[src/rtl/decode_queue_if.sv]
// decode_queue_if: fetch/scheduler bundle around the decode queue
// master (fetch + scheduler side) drives: hold, flush, ir_valid, iop_in, init_in,
//   pred_en, pred_sel, pred_pol, sf, id_req
// slave (decode_queue) drives: ir_ready, br_taken, pred_drop, id_feed, id_iop,
//   id_iop_init, count, empty, full
interface decode_queue_if #(
  parameter int IOP_W  = 32,
  parameter int INIT_W = 3,
  parameter int DEPTH  = 4,
  parameter int SF_W   = 8
);
  localparam int SEL_W = $clog2(SF_W);
  localparam int CNT_W = $clog2(DEPTH + 1);
  logic              hold;
  logic              flush;
  logic              ir_valid;
  logic              ir_ready;
  logic [IOP_W-1:0]  iop_in;
  logic [INIT_W-1:0] init_in;
  logic              pred_en;
  logic [SEL_W-1:0]  pred_sel;
  logic              pred_pol;
  logic [SF_W-1:0]   sf;
  logic              br_taken;
  logic              pred_drop;
  logic              id_req;
  logic              id_feed;
  logic [IOP_W-1:0]  id_iop;
  logic [INIT_W-1:0] id_iop_init;
  logic [CNT_W-1:0]  count;
  logic              empty;
  logic              full;
  modport master (
    output hold, flush, ir_valid, iop_in, init_in, pred_en, pred_sel, pred_pol, sf, id_req,
    input  ir_ready, br_taken, pred_drop, id_feed, id_iop, id_iop_init, count, empty, full
  );
  modport slave (
    input  hold, flush, ir_valid, iop_in, init_in, pred_en, pred_sel, pred_pol, sf, id_req,
    output ir_ready, br_taken, pred_drop, id_feed, id_iop, id_iop_init, count, empty, full
  );
endinterface

[src/rtl/decode_queue.sv]
// decode_queue: DEPTH-entry iop FIFO with enqueue-time predicate resolution and redirect bubble
// clk, a_rst (async, active-low) are plain ports; everything else travels on q (slave modport)
module decode_queue #(
  parameter int IOP_W     = 32,
  parameter int INIT_W    = 3,
  parameter int DEPTH     = 4,
  parameter int SF_W      = 8,
  parameter int REDIR_CYC = 2
) (
  input logic           clk,
  input logic           a_rst,
  decode_queue_if.slave q
);
  localparam int AW = $clog2(DEPTH);
  localparam int CW = $clog2(DEPTH + 1);
  typedef enum logic {RUN, REDIR} state_t;
  state_t            state_q, state_d;
  logic [3:0]        redir_q, redir_d;
  logic [AW-1:0]     wr_q, wr_d, rd_q, rd_d;
  logic [CW-1:0]     cnt_q, cnt_d;
  logic              br_q, br_d, drop_q, drop_d;
  logic [IOP_W-1:0]  iop_mem [DEPTH];
  logic [INIT_W-1:0] init_mem [DEPTH];
  logic [SF_W-1:0]   sf;
  logic              taken, acc, enq, deq, empty, full;
  assign sf    = q.sf;
  assign empty = cnt_q == '0;
  assign full  = cnt_q == CW'(DEPTH);
  assign taken = ~q.pred_en | (sf[q.pred_sel] == q.pred_pol);
  assign deq   = q.id_req & ~empty & ~q.hold & ~q.flush;
  // a dequeue in the same cycle frees a slot, so a full queue can still accept
  assign q.ir_ready = (state_q == RUN) & ~q.hold & ~q.flush & (~full | deq);
  assign acc   = q.ir_valid & q.ir_ready;
  assign enq   = acc & taken;
  assign q.id_feed     = deq;
  assign q.id_iop      = empty ? '0 : iop_mem[rd_q];
  assign q.id_iop_init = empty ? '0 : init_mem[rd_q];
  assign q.count       = cnt_q;
  assign q.empty       = empty;
  assign q.full        = full;
  assign q.br_taken    = br_q;
  assign q.pred_drop   = drop_q;
  always_comb begin
    wr_d    = wr_q;
    rd_d    = rd_q;
    cnt_d   = cnt_q;
    state_d = state_q;
    redir_d = redir_q;
    // acc is already zero under hold/flush, so pulses are never re-issued there
    br_d    = acc & q.pred_en & taken;
    drop_d  = acc & q.pred_en & ~taken;
    if (q.flush) begin
      wr_d    = '0;
      rd_d    = '0;
      cnt_d   = '0;
      state_d = RUN;
      redir_d = '0;
    end else if (!q.hold) begin
      wr_d  = enq ? wr_q + AW'(1) : wr_q;
      rd_d  = deq ? rd_q + AW'(1) : rd_q;
      cnt_d = cnt_q + CW'(enq) - CW'(deq);
      if (state_q == RUN && br_d) begin
        state_d = REDIR;
        redir_d = 4'(REDIR_CYC);
      end else if (state_q == REDIR) begin
        state_d = redir_q == 4'd1 ? RUN : REDIR;
        redir_d = redir_q - 4'd1;
      end
    end
  end
  always_ff @(posedge clk or negedge a_rst) begin
    if (!a_rst) begin
      state_q <= RUN;
      redir_q <= '0;
      wr_q    <= '0;
      rd_q    <= '0;
      cnt_q   <= '0;
      br_q    <= 1'b0;
      drop_q  <= 1'b0;
    end else begin
      state_q <= state_d;
      redir_q <= redir_d;
      wr_q    <= wr_d;
      rd_q    <= rd_d;
      cnt_q   <= cnt_d;
      br_q    <= br_d;
      drop_q  <= drop_d;
    end
  end
  // storage needs no reset: reads are gated to zero while empty
  always_ff @(posedge clk) begin
    if (enq) begin
      iop_mem[wr_q]  <= q.iop_in;
      init_mem[wr_q] <= q.init_in;
    end
  end
endmodule

[src/flat_wrapper.sv]
// flat-port wrapper written by rule: the top's interface ports become plain ports
module decode_queue_flat 
#(
  parameter int IOP_W     = 32,
  parameter int INIT_W    = 3,
  parameter int DEPTH     = 4,
  parameter int SF_W      = 8,
  parameter int REDIR_CYC = 2
)
  (clk, a_rst, q_hold, q_flush, q_ir_valid, q_iop_in, q_init_in, q_pred_en, q_pred_sel, q_pred_pol, q_sf, q_id_req, q_ir_ready, q_br_taken, q_pred_drop, q_id_feed, q_id_iop, q_id_iop_init, q_count, q_empty, q_full);
  decode_queue_if #(.IOP_W(IOP_W), .INIT_W(INIT_W), .DEPTH(DEPTH), .SF_W(SF_W)) q_i ();
  input logic clk;
  input logic a_rst;
  input wire logic [$bits(q_i.hold)-1:0] q_hold;
  input wire logic [$bits(q_i.flush)-1:0] q_flush;
  input wire logic [$bits(q_i.ir_valid)-1:0] q_ir_valid;
  input wire logic [$bits(q_i.iop_in)-1:0] q_iop_in;
  input wire logic [$bits(q_i.init_in)-1:0] q_init_in;
  input wire logic [$bits(q_i.pred_en)-1:0] q_pred_en;
  input wire logic [$bits(q_i.pred_sel)-1:0] q_pred_sel;
  input wire logic [$bits(q_i.pred_pol)-1:0] q_pred_pol;
  input wire logic [$bits(q_i.sf)-1:0] q_sf;
  input wire logic [$bits(q_i.id_req)-1:0] q_id_req;
  output wire logic [$bits(q_i.ir_ready)-1:0] q_ir_ready;
  output wire logic [$bits(q_i.br_taken)-1:0] q_br_taken;
  output wire logic [$bits(q_i.pred_drop)-1:0] q_pred_drop;
  output wire logic [$bits(q_i.id_feed)-1:0] q_id_feed;
  output wire logic [$bits(q_i.id_iop)-1:0] q_id_iop;
  output wire logic [$bits(q_i.id_iop_init)-1:0] q_id_iop_init;
  output wire logic [$bits(q_i.count)-1:0] q_count;
  output wire logic [$bits(q_i.empty)-1:0] q_empty;
  output wire logic [$bits(q_i.full)-1:0] q_full;
  assign q_i.hold = q_hold;
  assign q_i.flush = q_flush;
  assign q_i.ir_valid = q_ir_valid;
  assign q_i.iop_in = q_iop_in;
  assign q_i.init_in = q_init_in;
  assign q_i.pred_en = q_pred_en;
  assign q_i.pred_sel = q_pred_sel;
  assign q_i.pred_pol = q_pred_pol;
  assign q_i.sf = q_sf;
  assign q_i.id_req = q_id_req;
  assign q_ir_ready = q_i.ir_ready;
  assign q_br_taken = q_i.br_taken;
  assign q_pred_drop = q_i.pred_drop;
  assign q_id_feed = q_i.id_feed;
  assign q_id_iop = q_i.id_iop;
  assign q_id_iop_init = q_i.id_iop_init;
  assign q_count = q_i.count;
  assign q_empty = q_i.empty;
  assign q_full = q_i.full;
  decode_queue #(.IOP_W(IOP_W), .INIT_W(INIT_W), .DEPTH(DEPTH), .SF_W(SF_W), .REDIR_CYC(REDIR_CYC)) u_core (.clk(clk), .a_rst(a_rst), .q(q_i));
endmodule
[config.mk]
export PLATFORM = sky130hd
export DESIGN_NAME = decode_queue_flat
export DESIGN_NICKNAME = d
export VERILOG_FILES = /design/src/rtl/decode_queue_if.sv /design/src/rtl/decode_queue.sv /design/src/flat_wrapper.sv
export SDC_FILE = /design/constraint.sdc
export NUM_CORES = 1
export LEC_CHECK = 0
export CORE_ASPECT_RATIO = 1.75
export CORE_MARGIN = 2
export CORE_UTILIZATION = 67
export CTS_CLUSTER_DIAMETER = 60
export CTS_CLUSTER_SIZE = 30
export DETAILED_ROUTE_END_ITERATION = 12
export DONT_BUFFER_PORTS = 1
export GPL_TIMING_DRIVEN = 0
export PLACE_DENSITY = 0.83
export RECOVER_POWER = 100
export SLEW_MARGIN = 20
export SYNTH_ARGS = -nofsm -noshare
export SYNTH_HDL_FRONTEND = slang
export SYNTH_SLANG_ARGS = --single-unit
[constraint.sdc]
create_clock -name clk -period 7.6 [get_ports clk]
set_clock_uncertainty 0.1 [all_clocks]
set_input_delay 2.28 -clock clk [delete_from_list [all_inputs] [get_ports clk]]
set_output_delay 2.28 -clock clk [all_outputs]
set_load 0.05 [all_outputs]
Yosys cells after proc, flatten, opt, wreduce, memory -nomap -nowiden:

Memories as Yosys holds them, arrays and structs flattened.
Index checks and enable logic that the tools add are counted.

* bits of input ports: 54
* memory bits (writable): 140
* ROM bits: 0
* memories: 2
* register bits: 14
* latch bits: 0
* output and inout bits: 44

* $lt $le $gt $ge: 1
* $mul: 0
* shifts and indexed selects: 0
* div/mod/pow operators: 0
* muxes and demuxes: 23
* bitwise operators: 20
* eq/ne operators: 4
* $add $sub $neg: 5
* reductions and logical operators: 8

Memories
* u_core.iop_mem: words 4, width 32, rd ports 1, clocked after memory_dff 0, write ports 1, line decode_queue.sv:22 `logic [IOP_W-1:0] iop_mem [DEPTH];`
* u_core.init_mem: words 4, width 3, rd ports 1, clocked after memory_dff 0, write ports 1, line decode_queue.sv:23 `logic [INIT_W-1:0] init_mem [DEPTH];`

Operators with widths (count)
* 32-bit two-way mux: 1
* 4-bit two-way mux: 4
* 2-bit two-way mux: 6
* 1-bit AND: 11
* 3-bit two-way mux: 3
* 1-bit two-way mux: 8
* 1-bit NOT: 7
* 2-bit AND reduction: 3
* 2-bit by 1-bit adder with 2-bit output (second input constant): 2
* 4-bit by 1-bit == test with 1-bit output (second input constant): 1
* 3-bit by 4-bit less-than comparator with 1-bit output (second input constant): 1
* 2-bit nonzero test: 2
* 4-bit by 1-bit subtractor with 4-bit output (second input constant): 1
* 3-bit by 1-bit adder with 3-bit output: 1
* 1-bit binary-select mux with 3-bit select: 1
* 3-bit == test (second input constant): 1
* 3-bit logical NOT: 1
* 3-bit nonzero test: 1
* 3-bit by 1-bit subtractor with 3-bit output: 1
* 2-bit by 1-bit != test with 1-bit output (second input constant): 1
* 1-bit bitwise OR: 2
* 1-bit == test: 1
* 1-bit logical AND: 1

Logic depth before layout (Yosys ltp):

Gate-level depths: netlist of run 1.

* word-level depth: 14
* depth in mapped cells: 12
* mapped depth without buffers: 10

Worst setup path before layout of run 1:

OpenSTA, ideal clock, no wires.

* path type: input port to output port
* from: input port q_hold
* to: output port q_id_feed
* data required time: 5.220 ns
* buffers on the path: 1
* slack: 1.118 ns
* data arrival time: 4.102 ns
* stages on the path: 2
* cell sequence: clkbuf_1 -> nor4_1

* word-level cells in the longest chain between the ends: 3

RTL lines
* start: declaration: line flat_wrapper.sv:14 `input wire logic [$bits(q_i.hold)-1:0] q_hold;`
* 1-bit NOT: line decode_queue.sv:30 `assign deq = q.id_req & ~empty & ~q.hold & ~q.flush;`
* 1-bit AND (2 in a row): line decode_queue.sv:30
* end: declaration: line flat_wrapper.sv:27 `output wire logic [$bits(q_i.id_feed)-1:0] q_id_feed;`

No other way between the ends.

Worst setup path after layout of run 1:

* from: input port q_id_req
* to: memory u_core.iop_mem[3][30] (enable)

* word-level cells in the longest chain between the ends: 9

RTL lines
* start: declaration: line flat_wrapper.sv:23 `input wire logic [$bits(q_i.id_req)-1:0] q_id_req;`
* 1-bit AND (3 in a row): line decode_queue.sv:30
* 1-bit bitwise OR: line decode_queue.sv:32 `assign q.ir_ready = (state_q == RUN) & ~q.hold & ~q.flush & (~full | deq);`
* 1-bit AND: line decode_queue.sv:32
* via q_ir_ready: line flat_wrapper.sv:24 `output wire logic [$bits(q_i.ir_ready)-1:0] q_ir_ready;`
* 1-bit AND: line decode_queue.sv:33 `assign acc = q.ir_valid & q.ir_ready;`
* 1-bit AND: line decode_queue.sv:34 `assign enq = acc & taken;`
* 1-bit two-way mux: line decode_queue.sv:92 `if (enq) begin`
* 1-bit two-way mux (implied by the code): line decode_queue.sv:93 `iop_mem[wr_q] <= q.iop_in;`
* end: declaration: line decode_queue.sv:22

The timed path passes the listed nets, and every way through them passes these cells.

==> results of run 1 <==
## through the flow
step                      hold WS, ns  cells  instance area [µm²]   util
after floorplan                 0.404    322                 6250      -
after global placement          0.425    442                 6400  0.704
after detailed placement        0.461    449                 6540  0.719
after CTS                       0.468    481                 7100  0.781
after global routing            0.489    481                 6970  0.767
final                           0.470    481                 6970  0.767
## layout make-up
class	instances	area [µm²]
Buffer	16	72.6
Inverter	9	33.8
Fill cell	528	2120
Timing Repair Buffer	7	30.0
Tap cell	120	150
Clock buffer	19	433
Clock inverter	13	129
Multi-Input combinational cell	143	1570
Sequential cell	154	4550
## power by group through the flow
stage / clock network (mW) / logic (mW) / registers [mW]
detailed placement: 0 / 0.0894 / 0.960
CTS: 0.804 / 0.0904 / 0.943
global placement: 0 / 0.0851 / 0.960
floorplan: 0 / 0.0748 / 0.959
finish: 0.795 / 0.0853 / 0.944
global route: 0.841 / 0.0905 / 0.944
## sequential cells by signal, summed over array words and instances, names as in the netlist
name and count:
u_core.init_mem 12, u_core.iop_mem 128, u_core.q.br_taken 1, u_core.q.count 3
u_core.q.pred_drop 1, u_core.rd_q 2, u_core.redir_q 4, u_core.state_q 1
u_core.wr_q 2
## cell usage in the layout, fill, tap and decap left out, types with 6 or more instances in the layout
| cell | netlist | layout |
|---|---|---|
| edfxtp_1 | 140 | 140 |
| dfrtp_1 | 14 | 14 |
| inv_1 | 9 | 9 |
| clkbuf_1 | 9 | 17 |
| nand2_1 | 6 | 6 |
| a21oi_1 | 7 | 7 |
| ha_1 | 8 | 8 |
| clkinvlp_4 | 0 | 6 |
| nor2b_1 | 37 | 37 |
| mux2i_1 | 6 | 7 |
| mux4_2 | 36 | 36 |
| nor2_1 | 10 | 11 |
| clkbuf_16 | 0 | 17 |
## kinds of logic after synthesis
logic type,synth area share
XOR/XNOR,0.00421
AO/OA/AOI/OAI,0.0202
adder cells (fa/ha/maj),0.0192
buffers and inverters,0.0170
multiplexers,0.145
AND/OR/NAND/NOR,0.0651
flip-flops,0.729
## worst max-delay path, stage by stage
cell       delay [ns]
inv_1            0.07
a2111oi_4        0.80
nand2_1          0.18
nor2_1           0.41
and2_0           1.00
clkbuf_1         1.02
## path summary, 6_finish.rpt
path                            cells after the start  slack (ns)         startpoint                     to
worst min-delay path                                1        0.47  u_core.redir_q[1]      u_core.redir_q[1]
max in group asynchronous                           0        5.87              a_rst         u_core.rd_q[1]
worst max-delay path                                6        1.74           q_id_req  u_core.iop_mem[3][30]
worst min register to register                      1        0.47  u_core.redir_q[1]      u_core.redir_q[1]
worst max register to register                      8        2.40  u_core.q.count[1]  u_core.iop_mem[3][30]
min in group asynchronous                           0        1.46              a_rst      u_core.q.br_taken
## routing by layer
metal / vias to the layer above / routed length [µm] / GRT usage
met5: - / 0 / 0
met4: 0 / 157 / 0.0823
met3: 14 / 657 / 0.0733
met2: 125 / 6270 / 0.429
met1: 1543 / 4360 / 0.292
li1: 1307 / - / -
==> reports/metrics.cfg, run 1 <==
[run_status]
status=complete, but fails checks
violations=max-capacitance violations, max-slew violations

[timing]
min_period_ns=5.86
fin_crit_sh=0.771
report.final.slew_viol_count=26
rsz0062_at_grt=false
fin_tns_setup_ns=0
setup_viol=0
maxSlewHeadroom=-0.142
worst_slack_ns=1.74
finalHoldViolations=0
max_freq_mhz=171
worst_pin_slew_ns=1.71

[logic_synthesis]
synth_edf_count=140
synthMostInstantiatedCell=edfxtp_1
synth_area_mm2=0.00625
synth_nets=385
syn_area_per_cell_um2=19.4
ys.flop_type=edfxtp_1
synth.distinct_cells=35
synth_cells=322
synthTopCellsByCount=140 x edfxtp_1, 37 x nor2b_1, 36 x mux4_2
ys_ff_latch=154
synth_top_area_share=0.673
yosysWarningCount=0
synthTopCellsByArea=edfxtp_1 67%, mux4_2 13%, dfrtp_1 5.6%, nor2b_1 3.7%, ha_1 1.6%
async_flop_share=0.0909
yosys.area.top_type=edfxtp_1
synth-seq-area-share=0.729

[cts]
cts_buffers=17
cts_buffer_depth=2
cts_tree=yes
cts_sinks=154
postCtsSetupBuffers=0
root_buffer=clkbuf_16
ctsResizeCount=0
clock_latency_ns=0.41
hold_buffers=0
h-tree-depth=4
path_clk_slew_ns=0.06

[run]
max_cap_viol_count=1

[die]
die_w_um=77
rows=46
fp.dieH_um=132
die_area_mm2=0.0101
start_util=0.687
ios=98
core_mm2=0.00909

[layout]
area_delta_synth_final_pct=11.6
drive_gt1_frac=0.205
n_antenna_cell=0
nets=411

[power]
p_leak_nw=2.25
irDropWorstVdd_mv=0.274
clkPwrFrac=0.436
p_int_mw=1.44
power_frac_comb=0.047
finalPower_mw=1.82
seqPwrFrac=0.517
p_sw_mw=0.385
p_per_area_mw_per_mm2=262
swShare=0.211

[setup_path]
crit_type=in -> reg
crit_arrival_ns=5.78
endpoint_kind=register
cp-start-kind=primary input
cp_data_required_time_ns=7.52
cp_max_fo=20

[drt]
firstDrtPassIters=4
ant_nets=0
num_vias=2989
route.detailed.drc=0
drt_iter0_markers=140
via_per_inst=6.21
wl_per_cell_um=23.8
wl_um=11500

[placed_design]
port_buffers=0
dp_slack_ns=2.02
gp_congestion=0.688
hpwlAfterDp_um=6890

[global_routing]
grt_pass1_vias=3328
grt_usage=0.246
grt_max_degree=26
overflow=0
antenna_found_initial=0
grt_pass1_wl_um=18100

[hold_path]
hp-class=reg -> reg

No activity file was read; power rests on OpenSTA's default activity.
==> inputs of run 2 (changes only) <==
CORE_UTILIZATION = 57   (was 67)
PLACE_DENSITY = 0.75   (was 0.83)
clock period = 5.09 ns   (was 7.6 ns; I/O delays follow)
==> run 2 against run 1 <==
The flow now finishes without violations. Via count fell by 1.5%. Non-clock buffer count is 1 lower. Total power rose by 57%. Die area is 17% higher. Register-to-register slack worse by 1.8 ns. Combinational power is 54% higher. Global-route usage decreased by 4.8 points. Sequential share of layout area shrank 1.4 points. Final cell count is 1.7% higher. Setup slack got worse by 1.2 ns. Sequential power is 49% higher. Worst hold slack got worse by 0.0077 ns. Critical path type is now reg -> out. Largest cell class unchanged. Highest routed layer unchanged.
==> reports/metrics.cfg, run 2 (synthesized netlist as in run 1, its figures left out) <==
[setup_path]
cp_data_required_time_ns=3.46  ; was 7.52 ns
worst-path-buf-inv=2  ; unchanged
r2r-end=u_core.iop_mem[2][27]  ; was u_core.iop_mem[3][30]
path_cells=nor3_1 -> clkbuf_1 -> clkbuf_2 -> nor2b_1  ; was inv_1 -> a2111oi_4 -> nand2_1 -> nor2_1 -> and2_0 -> clkbuf_1
critical_path.top_delay_family=simple AND/OR/NAND/NOR gates  ; unchanged
crit_type=reg -> out  ; was in -> reg
r2r_slack_ns=0.57  ; was 2.40 ns
crit_arrival_ns=2.93  ; was 5.78 ns
reg2reg_depth=8  ; unchanged
cp-start-kind=register  ; was primary input
crit_path_top_delay_cell=nor2b_1  ; was clkbuf_1
r2r-start=u_core.q.count[1]  ; unchanged
slowest_delay_ns=0.87  ; was 1.02 ns
endpoint_kind=output pin  ; was register
cp_max_fo=10  ; was 20

[power]
p_per_area_mw_per_mm2=402  ; was 262 mW/mm²
p_int_mw=2.30  ; was 1.44 mW
swShare=0.197  ; was 0.211
irDropWorstVdd_mv=0.349  ; was 0.274 mV
power_frac_comb=0.046  ; was 0.047
seqPwrFrac=0.491  ; was 0.517
clkPwrFrac=0.463  ; was 0.436
p_sw_mw=0.564  ; was 0.385 mW
p_leak_nw=2.31  ; was 2.25 nW

[timing]
min_period_ns=4.55
fin_tns_setup_ns=0  ; unchanged
fin_crit_sh=0.895
worst_pin_slew_ns=1.16  ; was 1.71 ns
maxSlewHeadroom=0.228  ; was -0.142
setup_viol=0  ; unchanged
finalHoldViolations=0  ; unchanged
max_freq_mhz=220
worst_slack_ns=0.536  ; was 1.74 ns
report.final.slew_viol_count=0  ; was 26
rsz0062_at_grt=false  ; unchanged

[global_routing]
overflow=0  ; unchanged
grt_max_degree=23  ; was 26
grt_usage=0.197  ; was 0.246
grt_pass1_wl_um=17000  ; was 18,100 µm
grt_pass1_vias=3194  ; was 3,328
antenna_found_initial=0  ; unchanged

[layout]
reg_top3=u_core.iop_mem (128), u_core.init_mem (12), u_core.redir_q (4)  ; unchanged
n_antenna_cell=0  ; unchanged
drive_gt1_frac=0.214  ; was 0.205
area_delta_synth_final_pct=14.1  ; was 11.6%
nets=410  ; was 411
largest_reg_flops=128  ; unchanged
final_cell_mix=140 x edfxtp_1, 37 x nor2b_1, 36 x mux4_2  ; unchanged
final_common_cell=edfxtp_1  ; unchanged
top_register=u_core.iop_mem  ; unchanged

[drt]
route.detailed.drc=0  ; unchanged
wl_per_cell_um=22.1  ; was 23.8 µm
ant_nets=0  ; unchanged
num_vias=2944  ; was 2,989
firstDrtPassIters=4  ; unchanged
via_per_inst=6.02  ; was 6.21
drt_iter0_markers=163  ; was 140
wl_um=10800  ; was 11,500 µm

[cts]
postCtsSetupBuffers=0  ; unchanged
root_buffer=clkbuf_16  ; unchanged
cts_tree=yes  ; unchanged
cts_buffers=17  ; unchanged
ctsResizeCount=0  ; unchanged
cts_sinks=154  ; unchanged
clock_latency_ns=0.41  ; about the same
h-tree-depth=4  ; unchanged
cts_buffer_depth=2  ; unchanged
hold_buffers=0  ; unchanged
path_clk_slew_ns=0.06  ; about the same

[die]
die_w_um=83.1  ; was 77 µm
ios=98  ; unchanged
die_area_mm2=0.0118  ; was 0.0101 mm²
core_mm2=0.0107  ; was 0.00909 mm²
fp.dieH_um=143  ; was 132 µm
rows=50  ; was 46
start_util=0.584  ; was 0.687

[hold_path]
holdPathEnd=u_core.wr_q[0]  ; was u_core.redir_q[1]
hp-class=reg -> reg  ; unchanged
hold_depth=1  ; unchanged
min_from=u_core.wr_q[0]  ; was u_core.redir_q[1]

[placed_design]
port_buffers=0  ; unchanged
gp_congestion=0.765  ; was 0.688
dp_slack_ns=0.739  ; was 2.02 ns
hpwlAfterDp_um=7020  ; was 6890 µm

[run_status]
status=completed  ; was complete, but fails checks

[run]
max_cap_viol_count=0  ; was 1

run 2: area by class of cell:
| cell class | count | area (µm²) |
|---|---|---|
| clock inverter | 12 | 196 |
| buffer | 16 | 73.8 |
| fill | 704 | 3570 |
| sequential | 154 | 4550 |
| tap | 130 | 163 |
| timing repair buffer | 6 | 87.6 |
| inverter | 9 | 33.8 |
| clock buffer | 19 | 433 |
| multi-input combinational | 143 | 1590 |
run 2: layer usage:
layer / wire length, µm / track usage / share of wire
met1: 4020 / 0.221 / 0.37
met4: 124 / 0.0708 / 0.011
met2: 5830 / 0.337 / 0.54
met5: 0 / 0 / 0
met3: 836 / 0.0853 / 0.077
run 2: worst max path at each step:
stage / from / endpoint / slack, ns / depth (start not counted)
finish: u_core.q.count[1] / q_id_iop[23] / 0.54 / 4
global route: u_core.q.count[1] / u_core.iop_mem[3][24] / 0.23 / 8
CTS: u_core.q.count[1] / q_id_iop[23] / 0.44 / 4
detailed placement: q_flush / u_core.q.count[2] / 0.74 / 10
global placement: q_id_req / u_core.iop_mem[1][14] / 0.15 / 5
floorplan: q_flush / u_core.q.count[2] / 0.60 / 10
run 2: worst reg2reg max path, stage by stage, from the launching register on:
cell       delay [ns]
dfrtp_1          0.75
nor3b_1          0.13
clkbuf_1         0.34
buf_1            0.21
a2111oi_4        0.83
nand2_1          0.17
nor2_1           0.43
and2_0           0.97
buf_12           0.28
run 2: metrics by stage:
step | power (mW) | cell area, µm² | cells | util | hold slack (ns)
3_3_place_gp | 1.56 | 6420 | 452 | 0.600 | 0.434
6_report | 2.87 | 7130 | 489 | 0.666 | 0.462
3_5_place_dp | 1.57 | 6530 | 458 | 0.610 | 0.457
4_1_cts | 2.89 | 7160 | 489 | 0.669 | 0.468
2_1_floorplan | 1.54 | 6250 | 322 | - | 0.404
5_1_grt | 2.95 | 7130 | 489 | 0.666 | 0.494
run 2: power groups by stage:
| stage | Combinational, mW | Clock, mW | Sequential, mW |
|---|---|---|---|
| global route | 0.140 | 1.40 | 1.41 |
| floorplan | 0.112 | 0 | 1.43 |
| detailed placement | 0.135 | 0 | 1.43 |
| CTS | 0.136 | 1.35 | 1.41 |
| finish | 0.131 | 1.33 | 1.41 |
| global placement | 0.129 | 0 | 1.43 |
==> RTL edit 1: new RTL, flow settings as in run 2 <==
Make the reset (`a_rst`) synchronous in one clocked block. Comments in the files are not updated.
--- a/src/rtl/decode_queue.sv
+++ b/src/rtl/decode_queue.sv
@@ -70,3 +70,3 @@
   end
-  always_ff @(posedge clk or negedge a_rst) begin
+  always_ff @(posedge clk) begin
     if (!a_rst) begin
Function: differs if a_rst is asserted again (counterexample within 4 cycles, from zero or initial values and one cycle with a_rst low); with a_rst held inactive, the same outputs for 4 cycles.
==> RTL edit 1 against run 2 <==
  * Via count up 1.2%
  * Sequential cell count is 2 higher
  * Non-clock buffer count is 2 lower
  * Hold slack worse by 0.049 ns
  * Critical path depth did not move
  * Design area fell by 1.8%
  * Global-route usage fell by 0.64 points
  * Setup slack got worse by 0.14 ns
  * Synthesized area is 0.42% lower
  * Register-to-register slack improved by 0.40 ns
  * Wire length decreased by 2.3%
  * Count of clock-buffer cells in the layout up 1
  * Critical endpoint is now q_id_iop[22]
Power is not compared: it rests on default switching activity, and its combinational part moved more than twofold at a synthesized area within 25%.
==> RTL edit 1: results (changes against run 2) <==
run_status:
  status: "finished, final reports clean"
yosys:
  synth_commonest_cells: "140 x edfxtp_1, 37 x nor2b_1, 36 x mux4_2"
  synth_edf_count: 140  # unchanged
  ys_async_sr_fraction: 0  # -0.0909
  ys_types: 36  # +2.9%
  synthTopCellsByArea: "edfxtp_1 68%, mux4_2 13%, dfxtp_1 5.1%"
  yosysSeqAreaShare: 0.727  # -0.00175
  synth_warnings: 0  # unchanged
  syn-num-nets: 392  # +1.8%
detailed_routing:
  vias: 2979  # +1.2%
  wl_per_cell_um: 21.3  # -3.7%
  drt_iter0_drc: 165  # +1.2%
  drtPass1Iterations: 4  # unchanged
cells_and_area:
  n_antenna_cell: 0  # unchanged
  fill_cells: 712  # +1.1%
  nets: 416  # +1.5%
  drive_above_1_share: 0.210  # -0.00410
  reg_top3: "u_core.iop_mem x128, u_core.init_mem x12, u_core.redir_q x4"
global_routing:
  antenna_found_initial: 0  # unchanged
  grt_pass1_vias: 3205  # +0.34%
  grt_usage: 0.191  # -0.00636
  grt_max_degree: 36  # +57%
  grt_pass1_wl_um: 16600  # -2.8%
worst_setup_path:
  cp-startpoint: "u_core.q.count[0]"
  timing.rr.end: "u_core.iop_mem[2][29]"
  ff2ff_setup_slack_ns: 0.97  # +0.40 ns
  slowest_delay_ns: 0.81  # -0.06 ns
  critPathSlowestCell: "clkbuf_1"
  rr_worst_depth: 7  # -1
  crit_end: "q_id_iop[22]"
  reg2reg_from: "u_core.q.count[1]"
  crit_fanout: 10  # unchanged
  arrival_ns: 3.07  # +0.14 ns
min_path:
  min_path_type: "reg2reg"
cts:
  clkTransAtPathRegs_ns: 0.06  # about the same
  post_cts_buffers: 0  # unchanged
  clock_latency_ns: 0.41  # about the same
  cts-root-buf: "clkbuf_16"
  cts_max_level: 4  # unchanged
  cts_made_buffers: 17  # unchanged
  clockBufferDepth: 2  # unchanged
  cts_resized: 0  # unchanged
placed_design:
  gp_congestion: 0.710  # -7.2%
  dp_hpwl_um: 6670  # -5.0%
  port_buffers: 0  # unchanged
timing:
  maxSlewHeadroom: 0.316  # +0.0885
power:
  p_leak_uw: 0.00219
  vdd_ir_drop_max_uv: 281
RTL edit 1: changes by cell type in the layout (fill, tap and decap cells not counted), moves of 4 or more:
| cell | delta |
|---|---|
| and3_2 | +4 |
| buf_12 | -4 |
| clkbuf_1 | +5 |
| dfrtp_1 | -14 |
| dfxtp_1 | +16 |
| mux2_2 | +4 |
RTL edit 1: routing by layer:
layer	track usage	up-vias	wire length (um)
li1	-	1340	-
met1	0.206	1498	3910
met2	0.336	121	5700
met3	0.0696	20	700
met4	0.0846	0	249
met5	0	-	0
RTL edit 1: area by class of cell:
class                      count  share of cell area
sequential                   156               0.646
multi-input combinational    148               0.230
clock buffer                  20              0.0624
tap                          130              0.0232
clock inverter                12              0.0209
buffer                        15             0.00858
inverter                      10             0.00536
timing repair buffer           5             0.00268
RTL edit 1: per-stage QoR:
stage | setup WS [ns] | instances | util | area [um^2] | total power [uW]
2_1_floorplan | 0.663 | 329 | - | 6230 | 1480
3_3_place_gp | 0.274 | 459 | 0.597 | 6390 | 1490
3_5_place_dp | 0.760 | 464 | 0.604 | 6460 | 1490
4_1_cts | 0.438 | 496 | 0.658 | 7040 | 2710
5_1_grt | 0.250 | 496 | 0.654 | 7000 | 2770
6_report | 0.391 | 496 | 0.654 | 7000 | 2700
RTL edit 1: cell families after synthesis:
group	share of synthesized area
compound gates	0.0183
xor+xnor	0.00422
fa+ha+maj	0.0193
buf+inv	0.0157
flops	0.727
mux	0.148
simple gates	0.0676
RTL edit 1: worst min path at each step:
stage / start / end / slack [ns] / depth (start not counted)
floorplan: u_core.wr_q[0] / u_core.wr_q[0] / 0.37 / 2
global placement: u_core.wr_q[0] / u_core.wr_q[0] / 0.38 / 2
detailed placement: u_core.wr_q[0] / u_core.wr_q[0] / 0.40 / 2
CTS: u_core.wr_q[0] / u_core.wr_q[0] / 0.41 / 2
global route: u_core.wr_q[0] / u_core.wr_q[0] / 0.47 / 2
finish: u_core.wr_q[0] / u_core.wr_q[0] / 0.41 / 2
RTL edit 1: worst max-delay path, delay by kind of cell (launching register included):
| kind | cells | cell delay (ns) |
|---|---|---|
| buffers and inverters | 2 | 1.20 |
| DFF | 1 | 0.52 |
| and+or+nand+nor | 2 | 0.92 |
RTL edit 1: power breakdown:
part | internal, uW | switching [uW] | total [uW] | leakage [uW]
Combinational | 21.7 | 33.5 | 55.1 | 0.000522
Clock | 766 | 467 | 1230 | 0.000272
Sequential | 1410 | 3.97 | 1410 | 0.00139
==> RTL edit 2: new RTL, config.mk and constraints of run 2 <==
Without the edit above. `SF_W` is set to 8 in 3 places; all go to 16.
--- a/src/rtl/decode_queue_if.sv
+++ b/src/rtl/decode_queue_if.sv
@@ -9,3 +9,3 @@
   parameter int DEPTH  = 4,
-  parameter int SF_W   = 8
+  parameter int SF_W   = 16
 );
--- a/src/rtl/decode_queue.sv
+++ b/src/rtl/decode_queue.sv
@@ -6,3 +6,3 @@
   parameter int DEPTH     = 4,
-  parameter int SF_W      = 8,
+  parameter int SF_W      = 16,
   parameter int REDIR_CYC = 2
--- a/src/flat_wrapper.sv
+++ b/src/flat_wrapper.sv
@@ -6,3 +6,3 @@
   parameter int DEPTH     = 4,
-  parameter int SF_W      = 8,
+  parameter int SF_W      = 16,
   parameter int REDIR_CYC = 2
Ports: changed (resized q_pred_sel and q_sf); port bits go from 98 to 107. The function was not compared with the original's and may differ.
==> RTL edit 2 against run 2 <==
  * The flow now finishes with violations (max-capacitance violations, max-slew violations)
  * Global-route usage increased by 0.19 points
  * Critical path depth decreased by 1
  * Setup slack got worse by 0.21 ns
  * Wire length increased by 3.3%
  * Largest cell class unchanged
  * First-iteration DRC count decreased by 31%
  * Largest power group unchanged
  * Design area about the same
  * Sequential cell count unchanged
  * Synthesized area increased by 1.7%
  * Via count increased by 3.5%
  * Power decreased by 6.1%
==> RTL edit 2: results (changes against run 2) <==
run_status:
  status: "finished with violations"
  violations: "max-capacitance violations, max-slew violations"
yosys:
  synth_commonest_cells: "140 x edfxtp_1, 39 x mux4_2, 39 x nor2b_1"
  synthTopCellsByArea: "edfxtp_1 66%, mux4_2 14%, dfrtp_1 5.5%"
  syn-num-nets: 411  # +6.8%
  synth_fa_ha_area_frac: 0.0189  # -0.000314
  synth_compound_area_frac: 0.0223  # +0.00203
  synth_xor_area_frac: 0.00414  # -0.0000687
  ys_types: 38  # +8.6%
  synth_area_per_cell_um2: 18.7  # -3.4%
  ys.flop_type: "edfxtp_1"
  muxShareOfSynthArea: 0.145  # about the same
  yosysSeqAreaShare: 0.717  # -0.0119
worst_setup_path:
  ff2ff_setup_slack_ns: 0.78  # +0.21 ns
  slowest_delay_ns: 0.85  # -0.02 ns
  rr_worst_depth: 11  # +3
  timing.rr.end: "u_core.q.count[2]"
  critPathSlowestCell: "clkbuf_1"
  arrival_ns: 3.14  # +0.21 ns
global_routing:
  met2_usage: 0.356  # +0.0192
  grt_max_degree: 22  # -4.3%
  use_met3: 0.0718  # -0.0135
  grt_remaining_overflow: 0  # unchanged
  grt_use_met1: 0.210  # -0.0110
  grt_usage: 0.199  # +0.00194
  grt_pass1_wl_um: 17700  # +3.9%
  grt_pass1_vias: 3388  # +6.1%
cts:
  clkTransAtPathRegs_ns: 0.06  # about the same
  post_cts_buffers: 0  # unchanged
power:
  netSwitchingPower_uw: 578  # +2.6%
  p_leak_uw: 0.00235  # +1.4%
  vdd_ir_drop_max_uv: 361  # +3.5%
  pwr-share-clk: 0.427  # -0.036
  power_density_mw_per_mm2: 377  # -6.2%
cells_and_area:
  drive_above_1_share: 0.216  # +0.00152
  finalNonFillerCells: 507  # +3.7%
  nets: 435  # +6.1%
detailed_routing:
  drt_iter0_drc: 112  # -31%
  met3_length_um: 694  # -17%
  vias: 3048  # +3.5%
  wl_um: 11200  # +3.3%
  drtPass1Iterations: 5  # +1
  wl_met1_um: 4140  # +2.9%
  wl_met2_um: 6150  # +5.5%
timing:
  maxSlewHeadroom: -0.351  # -0.579
  slew_viol_final: 31  # +31
  max_freq_mhz: 210  # -4.4%
  hold-worst-slack_ns: 0.460  # -0.00226 ns
placed_design:
  place_area_mm2: 0.00668  # +2.3%
  dp_cells: 476  # +3.9%
  pre_cts_ws_ns: 0.389  # -0.350 ns
  gp_congestion: 0.834  # +9.0%
  dp_hpwl_um: 7380  # +5.1%
job:
  drv_cap: 3  # +3
==> RTL edit 2: changes by cell type after synthesis, moves of 3 or more <==
cell,change
o21ai_0,+3
nand3_1,+3
mux4_2,+3
mux2i_1,-3
nor2_1,+5
inv_1,+7
o22ai_1,-3
==> RTL edit 2: layout make-up <==
class	count	area, um^2
Fill cell	779	3840
Clock inverter	13	120
Tap cell	132	165
Sequential cell	154	4550
Clock buffer	18	429
Multi-Input combinational cell	155	1680
Buffer	14	57.6
Timing Repair Buffer	5	70.1
Inverter	16	60.1
==> RTL edit 2: how the worst max path moves through the flow <==
stage	startpoint	cells after the start	to
after floorplan	q_pred_sel[2]	5	u_core.init_mem[0][0]
after global placement	q_pred_sel[2]	5	u_core.iop_mem[1][20]
after detailed placement	q_hold	10	u_core.q.count[2]
after CTS	u_core.q.count[1]	3	q_id_iop[29]
after global routing	q_pred_sel[2]	6	u_core.iop_mem[2][29]
final	u_core.q.count[2]	3	q_id_iop[26]
